==> src/rtl/intpol2_src_pkg.sv <==
// Shared types and constants for the intpol2 IQ sample-source sequencer.
//   state_t     : sequencer states, also exported for debug
//   MODE_*      : encodings of cfg_mode_i (2'b11 behaves as MODE_SINGLE)
package intpol2_src_pkg;

    typedef enum logic [2:0] {
        IDLE  = 3'd0,
        RUN   = 3'd1,
        DRAIN = 3'd2,
        FLUSH = 3'd3,
        DONE  = 3'd4
    } state_t;

    localparam logic [1:0] MODE_SINGLE = 2'b00;
    localparam logic [1:0] MODE_LOOP   = 2'b01;
    localparam logic [1:0] MODE_FLUSH  = 2'b10;

endpackage

==> src/rtl/intpol2_src_addr_gen.sv <==
// Window address generator for the sample-source sequencer.
// Holds the sample index, forms (offset + index) mod 2**MEM_ADDR_W and
// flags the last sample of the window.
//   clk, rst_a : clock, asynchronous active-low reset
//   clear_i    : restart the window at index 0 (accepted start)
//   adv_i      : a read was issued this cycle; step the index
//   offset_i   : latched window start address
//   depth_i    : latched window length (>= 1 whenever adv_i is used)
//   addr_o     : memory read address for the current index
//   last_o     : current index is depth_i-1
module intpol2_src_addr_gen #(
    parameter int MEM_ADDR_W = 7
) (
    input  logic                  clk,
    input  logic                  rst_a,
    input  logic                  clear_i,
    input  logic                  adv_i,
    input  logic [MEM_ADDR_W-1:0] offset_i,
    input  logic [7:0]            depth_i,
    output logic [MEM_ADDR_W-1:0] addr_o,
    output logic                  last_o
);

    // Sum is formed at least 8 bits wide so the full index takes part,
    // then truncated: truncation is the modulo wrap of the address space.
    localparam int SW = (MEM_ADDR_W > 8) ? MEM_ADDR_W : 8;

    logic [7:0]    idx_q;
    logic [SW-1:0] sum;

    assign sum    = SW'(offset_i) + SW'(idx_q);
    assign addr_o = sum[MEM_ADDR_W-1:0];
    assign last_o = (idx_q == (depth_i - 8'd1));

    // The index wraps to 0 after the last sample; loop mode relies on this,
    // single-pass modes leave RUN at that point so the value is unused.
    always_ff @(posedge clk or negedge rst_a) begin
        if (!rst_a) begin
            idx_q <= '0;
        end else if (clear_i) begin
            idx_q <= '0;
        end else if (adv_i) begin
            idx_q <= last_o ? 8'd0 : idx_q + 8'd1;
        end
    end

endmodule

==> src/rtl/intpol2_iq_src_ctrl.sv <==
// Sample-memory to interpolator-FIFO sequencer.
// On an accepted start it reads a window of the sample memory (1-cycle
// synchronous read) and writes each word to the interpolator input FIFO,
// optionally followed by FLUSH_LEN zero words, then reports completion.
//   clk, rst_a        : clock, asynchronous active-low reset
//   start_i, stop_i   : start request (IDLE/DONE only), stop request (RUN only)
//   afull_i           : FIFO almost-full, throttles reads and flush writes
//   cfg_depth_i/_offset_i/_mode_i : window config, latched at start
//   mem_rd_o, mem_addr_o, mem_data_i : sample memory read port
//   fifo_we_o, fifo_data_o : FIFO write port
//   busy_o, done_o, int_o, cfg_err_o, count_o : status
//   dbg_state_o       : current sequencer state (state_t encoding)
//
// Flow control: afull_i acts as an inverted ready. A memory read (and hence
// a later FIFO write) is only issued in a cycle where afull_i is low; a read
// already in flight always completes its write one cycle later, which the
// FIFO's two words of slack absorb. Flush writes are issued directly and
// also only while afull_i is low.
module intpol2_iq_src_ctrl
    import intpol2_src_pkg::*;
#(
    parameter int DATA_WIDTH = 32,
    parameter int MEM_ADDR_W = 7,
    parameter int FLUSH_LEN  = 4,
    parameter int CNT_W      = 16
) (
    input  logic                  clk,
    input  logic                  rst_a,
    input  logic                  start_i,
    input  logic                  stop_i,
    input  logic                  afull_i,
    input  logic [7:0]            cfg_depth_i,
    input  logic [7:0]            cfg_offset_i,
    input  logic [1:0]            cfg_mode_i,
    output logic                  mem_rd_o,
    output logic [MEM_ADDR_W-1:0] mem_addr_o,
    input  logic [DATA_WIDTH-1:0] mem_data_i,
    output logic                  fifo_we_o,
    output logic [DATA_WIDTH-1:0] fifo_data_o,
    output logic                  busy_o,
    output logic                  done_o,
    output logic                  int_o,
    output logic                  cfg_err_o,
    output logic [CNT_W-1:0]      count_o,
    output logic [2:0]            dbg_state_o
);

    localparam int FW = $clog2(FLUSH_LEN + 1);

    state_t                state_q;
    logic                  rd_vld_q;
    logic [7:0]            depth_q;
    logic [MEM_ADDR_W-1:0] offset_q;
    logic [1:0]            mode_q;
    logic                  stopped_q;
    logic [FW-1:0]         flush_cnt_q;
    logic [CNT_W-1:0]      count_q;
    logic                  busy_q;
    logic                  done_q;
    logic                  int_q;
    logic                  err_q;

    logic start_ok;
    logic flush_we;
    logic last;
    logic loop_mode;
    logic flush_mode;

    assign start_ok   = start_i && ((state_q == IDLE) || (state_q == DONE));
    assign loop_mode  = (mode_q == MODE_LOOP);
    assign flush_mode = (mode_q == MODE_FLUSH);

    // A stop in RUN suppresses the read of that same cycle.
    assign mem_rd_o = (state_q == RUN) && !afull_i && !stop_i;
    assign flush_we = (state_q == FLUSH) && !afull_i;

    // rd_vld_q is only ever set by a RUN read, so it cannot coincide with
    // a flush write: DRAIN separates the two phases.
    assign fifo_we_o   = rd_vld_q || flush_we;
    assign fifo_data_o = rd_vld_q ? mem_data_i : '0;

    assign busy_o      = busy_q;
    assign done_o      = done_q;
    assign int_o       = int_q;
    assign cfg_err_o   = err_q;
    assign count_o     = count_q;
    assign dbg_state_o = state_q;

    intpol2_src_addr_gen #(
        .MEM_ADDR_W (MEM_ADDR_W)
    ) u_addr_gen (
        .clk      (clk),
        .rst_a    (rst_a),
        .clear_i  (start_ok),
        .adv_i    (mem_rd_o),
        .offset_i (offset_q),
        .depth_i  (depth_q),
        .addr_o   (mem_addr_o),
        .last_o   (last)
    );

    always_ff @(posedge clk or negedge rst_a) begin
        if (!rst_a) begin
            state_q     <= IDLE;
            rd_vld_q    <= 1'b0;
            depth_q     <= '0;
            offset_q    <= '0;
            mode_q      <= '0;
            stopped_q   <= 1'b0;
            flush_cnt_q <= '0;
            count_q     <= '0;
            busy_q      <= 1'b0;
            done_q      <= 1'b0;
            int_q       <= 1'b0;
            err_q       <= 1'b0;
        end else begin
            int_q    <= 1'b0;
            rd_vld_q <= mem_rd_o;

            if (fifo_we_o && (count_q != {CNT_W{1'b1}})) begin
                count_q <= count_q + 1'b1;
            end

            case (state_q)
                IDLE, DONE: begin
                    if (start_ok) begin
                        depth_q     <= cfg_depth_i;
                        offset_q    <= cfg_offset_i[MEM_ADDR_W-1:0];
                        mode_q      <= cfg_mode_i;
                        stopped_q   <= 1'b0;
                        flush_cnt_q <= '0;
                        count_q     <= '0;
                        if (cfg_depth_i == 8'd0) begin
                            err_q   <= 1'b1;
                            state_q <= DONE;
                            busy_q  <= 1'b0;
                            done_q  <= 1'b1;
                            int_q   <= 1'b1;
                        end else begin
                            err_q   <= 1'b0;
                            state_q <= RUN;
                            busy_q  <= 1'b1;
                            done_q  <= 1'b0;
                        end
                    end
                end

                RUN: begin
                    if (stop_i) begin
                        stopped_q <= 1'b1;
                        state_q   <= DRAIN;
                    end else if (mem_rd_o && last && !loop_mode) begin
                        state_q <= DRAIN;
                    end
                end

                // One cycle for the final in-flight read to reach the FIFO.
                DRAIN: begin
                    if (flush_mode && !stopped_q) begin
                        state_q <= FLUSH;
                    end else begin
                        state_q <= DONE;
                        busy_q  <= 1'b0;
                        done_q  <= 1'b1;
                        int_q   <= 1'b1;
                    end
                end

                FLUSH: begin
                    if (flush_we) begin
                        if (flush_cnt_q == FW'(FLUSH_LEN - 1)) begin
                            state_q <= DONE;
                            busy_q  <= 1'b0;
                            done_q  <= 1'b1;
                            int_q   <= 1'b1;
                        end else begin
                            flush_cnt_q <= flush_cnt_q + 1'b1;
                        end
                    end
                end

                default: begin
                    state_q <= IDLE;
                    busy_q  <= 1'b0;
                end
            endcase
        end
    end

endmodule

==> config.mk <==
export PLATFORM = sky130hd
export DESIGN_NAME = intpol2_iq_src_ctrl
export DESIGN_NICKNAME = d
export VERILOG_FILES = /design/src/rtl/intpol2_src_pkg.sv /design/src/rtl/intpol2_src_addr_gen.sv /design/src/rtl/intpol2_iq_src_ctrl.sv
export SDC_FILE = /design/constraint.sdc
export NUM_CORES = 1
export LEC_CHECK = 0
export CORE_MARGIN = 2
export CORE_UTILIZATION = 45
export DETAILED_ROUTE_END_ITERATION = 6
export GPL_ROUTABILITY_DRIVEN = 0
export PLACE_DENSITY = 0.79
export SYNTH_ARGS = -nofsm -noshare
export SYNTH_HDL_FRONTEND = slang
export SYNTH_SLANG_ARGS = --single-unit
==> constraint.sdc <==
create_clock -name clk -period 2.7 [get_ports clk]
set_input_delay 0.54 -clock clk [delete_from_list [all_inputs] [get_ports clk]]
set_output_delay 0.54 -clock clk [all_outputs]
set_load 0.01 [all_outputs]
==> impl_metrics.ini <==
[run_status]
outcome = completed

[setup_path]
critical_path.max_stage_delay_ps = 560
path_max_fanout = 3
cp-end-kind = output pin
critPathBufInv = 1
critPathKind = flop to output pin
cp-start-kind = flop
crit_path_cell_trace = ha_1 > a21o_1 > a21oi_1 > xnor2_1 > clkdlybuf4s50_1
worstPathRequired_ps = 2160
slowest_stage = clkdlybuf4s50_1
arrival_ps = 2140
cp_top_family = buffers and inverters

[detailed_routing]
wirelength_um = 8440
routed_via_density = 5.23
vias = 3110
drt_iter0_markers = 220
wl_per_cell_um = 14.2
route.detailed.drc = 0
ant_nets = 0
drtPass1Iterations = 4

[yosys]
synthTopCellsByCount = nand2_1, dfrtp_1, and2_1, nor2_1, o21ai_0
synth_cells = 368
synth.net_count = 435
synth_edf_count = 0
avgSynthCellArea_um2 = 8.66
synth_area_mm2 = 0.00319
yosys-top-cells-area = dfrtp_1, nand2_1, and2_1, ha_1, xor2_1
yosysWarnings = 0
ys_ff_latch = 53
synth_flop_cell = dfrtp_1
yosysMostFrequentCell = nand2_1
synth_cell_types = 48
synth.yosys.seq_area_share_pct = 41.6
synth.largest_area_cell = dfrtp_1
ys_async_sr_fraction_pct = 100
synth_top_area_share_pct = 41.6

[floorplan]
pin_count = 119
initial_core_util_pct = 46.6
die_y_um = 88.1
coreArea_mm2 = 0.00683
design.die.area_mm2 = 0.00777
die-width_um = 88.1
rows = 30

[timing]
tightest_slew_ps = 486
min_period_ps = 2680
drv_slew = 0
fmax_mhz = 373
rsz0062_at_grt = true
finalHoldViolCount = 0
setup_viol = 0
finClkSkew_ps = 14.2
fin_crit_sh_pct = 99.4
maxSlewHeadroom_pct = 67.5

[clock_tree]
clockBufferDepth = 2
cts_tree = done
holdBufCountCts = 0
cts_root_buffer = clkbuf_8
clk_pin_slew_worst_paths_ps = 100
numCtsBuffers = 5
cts_max_level = 2
clk-insertion-delay-late_ps = 300
clock_sinks = 53

[finish]
fin_nets = 566
area_growth_pct = 46.9
postLayoutCellArea_mm2 = 0.00468
diodes = 0
fin_cells = 595
fillers = 579
drive_above_1_share_pct = 7.62

[placement]
place_area_mm2 = 0.00457
place_inst = 587
dp_hpwl_um = 6490
port_buffers = 117

[min_path]
hold_path.class = input port to asynchronous set/reset pin

[grt]
grt_pass1_vias = 2984
gr-total-overflow = 0
grt_pass1_wl_um = 13600
track_usage_pct = 22.0
grt_antenna_before_repair = 0
grt_max_degree = 36

[power_and_ir_drop]
vdd_drop_max_mv = 0.493
p_leak_uw = 0.00207
p_per_area_mw_per_mm2 = 692
p_total_uw = 3240

[run]
max_cap_violations = 0
==> power breakdown <==
part	leakage (uW)	switching [uW]	total [uW]	internal, uW
Clock	0.0000433	253	456	203
Combinational	0.00133	791	1590	794
Sequential	0.000703	204	1200	991
Total	0.00207	1250	3240	1990
==> cell usage in the layout (no fill, tap or decap), drive strengths merged, types with 13 or more instances in the layout <==
cell type,n
and2,33
nor2,25
inv,17
buf,21
o21ai,22
a21oi,16
nand2,60
xor2,13
dfrtp,53
clkdlybuf4s50,112
==> metrics by stage <==
stage	TNS (ps)	utilization (%)	hold WS, ps	setup slack, ps
2_1_floorplan	0	-	244	361
3_3_place_gp	0	67.0	437	44.4
3_5_place_dp	-74.3	67.0	445	-74.3
4_1_cts	0	68.4	116	36.8
5_1_grt	-279	68.5	129	-81.7
6_report	0	68.5	110	16.1
==> kinds of logic after synthesis <==
logic type | share of synthesized area [%]
xor+xnor | 6.60
compound gates | 13.6
simple gates | 29.2
fa+ha+maj | 4.95
flops | 41.6
mux | 0.628
buf+inv | 3.42
==> layer usage <==
layer	routed length [um]	vias to the layer above	global-route usage, %
li1	-	1535	-
met1	3490	1438	27.7
met2	4190	128	39.3
met3	652	9	3.58
met4	104	0	6.06
met5	0	-	0
==> worst reg2reg max path, cell delays in order, from the launching register on <==
cell	delay, ps
dfrtp_1	430
inv_1	90
ha_1	190
or3b_4	400
nor4_2	140
o2111ai_1	140
a311o_1	380
or4_1	490
a21oi_1	150
==> area by class of cell <==
| cell class | count | area, um^2 | share of cell area, % |
|---|---|---|---|
| Clock buffer | 6 | 82.6 | 1.76 |
| Sequential cell | 53 | 1330 | 28.3 |
| Tap cell | 96 | 120 | 2.57 |
| Multi-Input combinational cell | 286 | 1760 | 37.6 |
| Clock inverter | 1 | 7.51 | 0.160 |
| Timing Repair Buffer | 136 | 1320 | 28.2 |
| Inverter | 17 | 63.8 | 1.36 |
==> flip-flops by register name, summed over array words and instances (netlist names) <==
name / count
busy_o: 1
int_o: 1
dbg_state_o: 3
count_o: 16
stopped_q: 1
cfg_err_o: 1
done_o: 1
depth_q: 8
rd_vld_q: 1
mode_q: 2
flush_cnt_q: 3
offset_q: 7
u_addr_gen.idx_q: 8
==> path summary, 6_finish.rpt <==
path | startpoint | endpoint | slack, ps | depth (start not counted)
max in group asynchronous | rst_a | u_addr_gen.idx_q[7] | 1940 | 2
min in group clk | offset_q[5] | offset_q[5] | 500 | 2
worst max-delay path | u_addr_gen.idx_q[1] | mem_addr_o[3] | 20 | 5
worst min register to register | offset_q[5] | offset_q[5] | 500 | 2
worst min-delay path | rst_a | u_addr_gen.idx_q[1] | 110 | 1
worst max register to register | depth_q[1] | dbg_state_o[1] | 250 | 8
==> timing repair <==
action                                  in CTS  in global routing
pin swaps                                    1                  4
cloned                                       0                  0
gates resized for setup                     10                  3
endpoints found under the hold margin        0                  0
setup buffers                                1                  0
endpoints found under the setup margin       4                  5
Power figures use the tool's default switching activity.
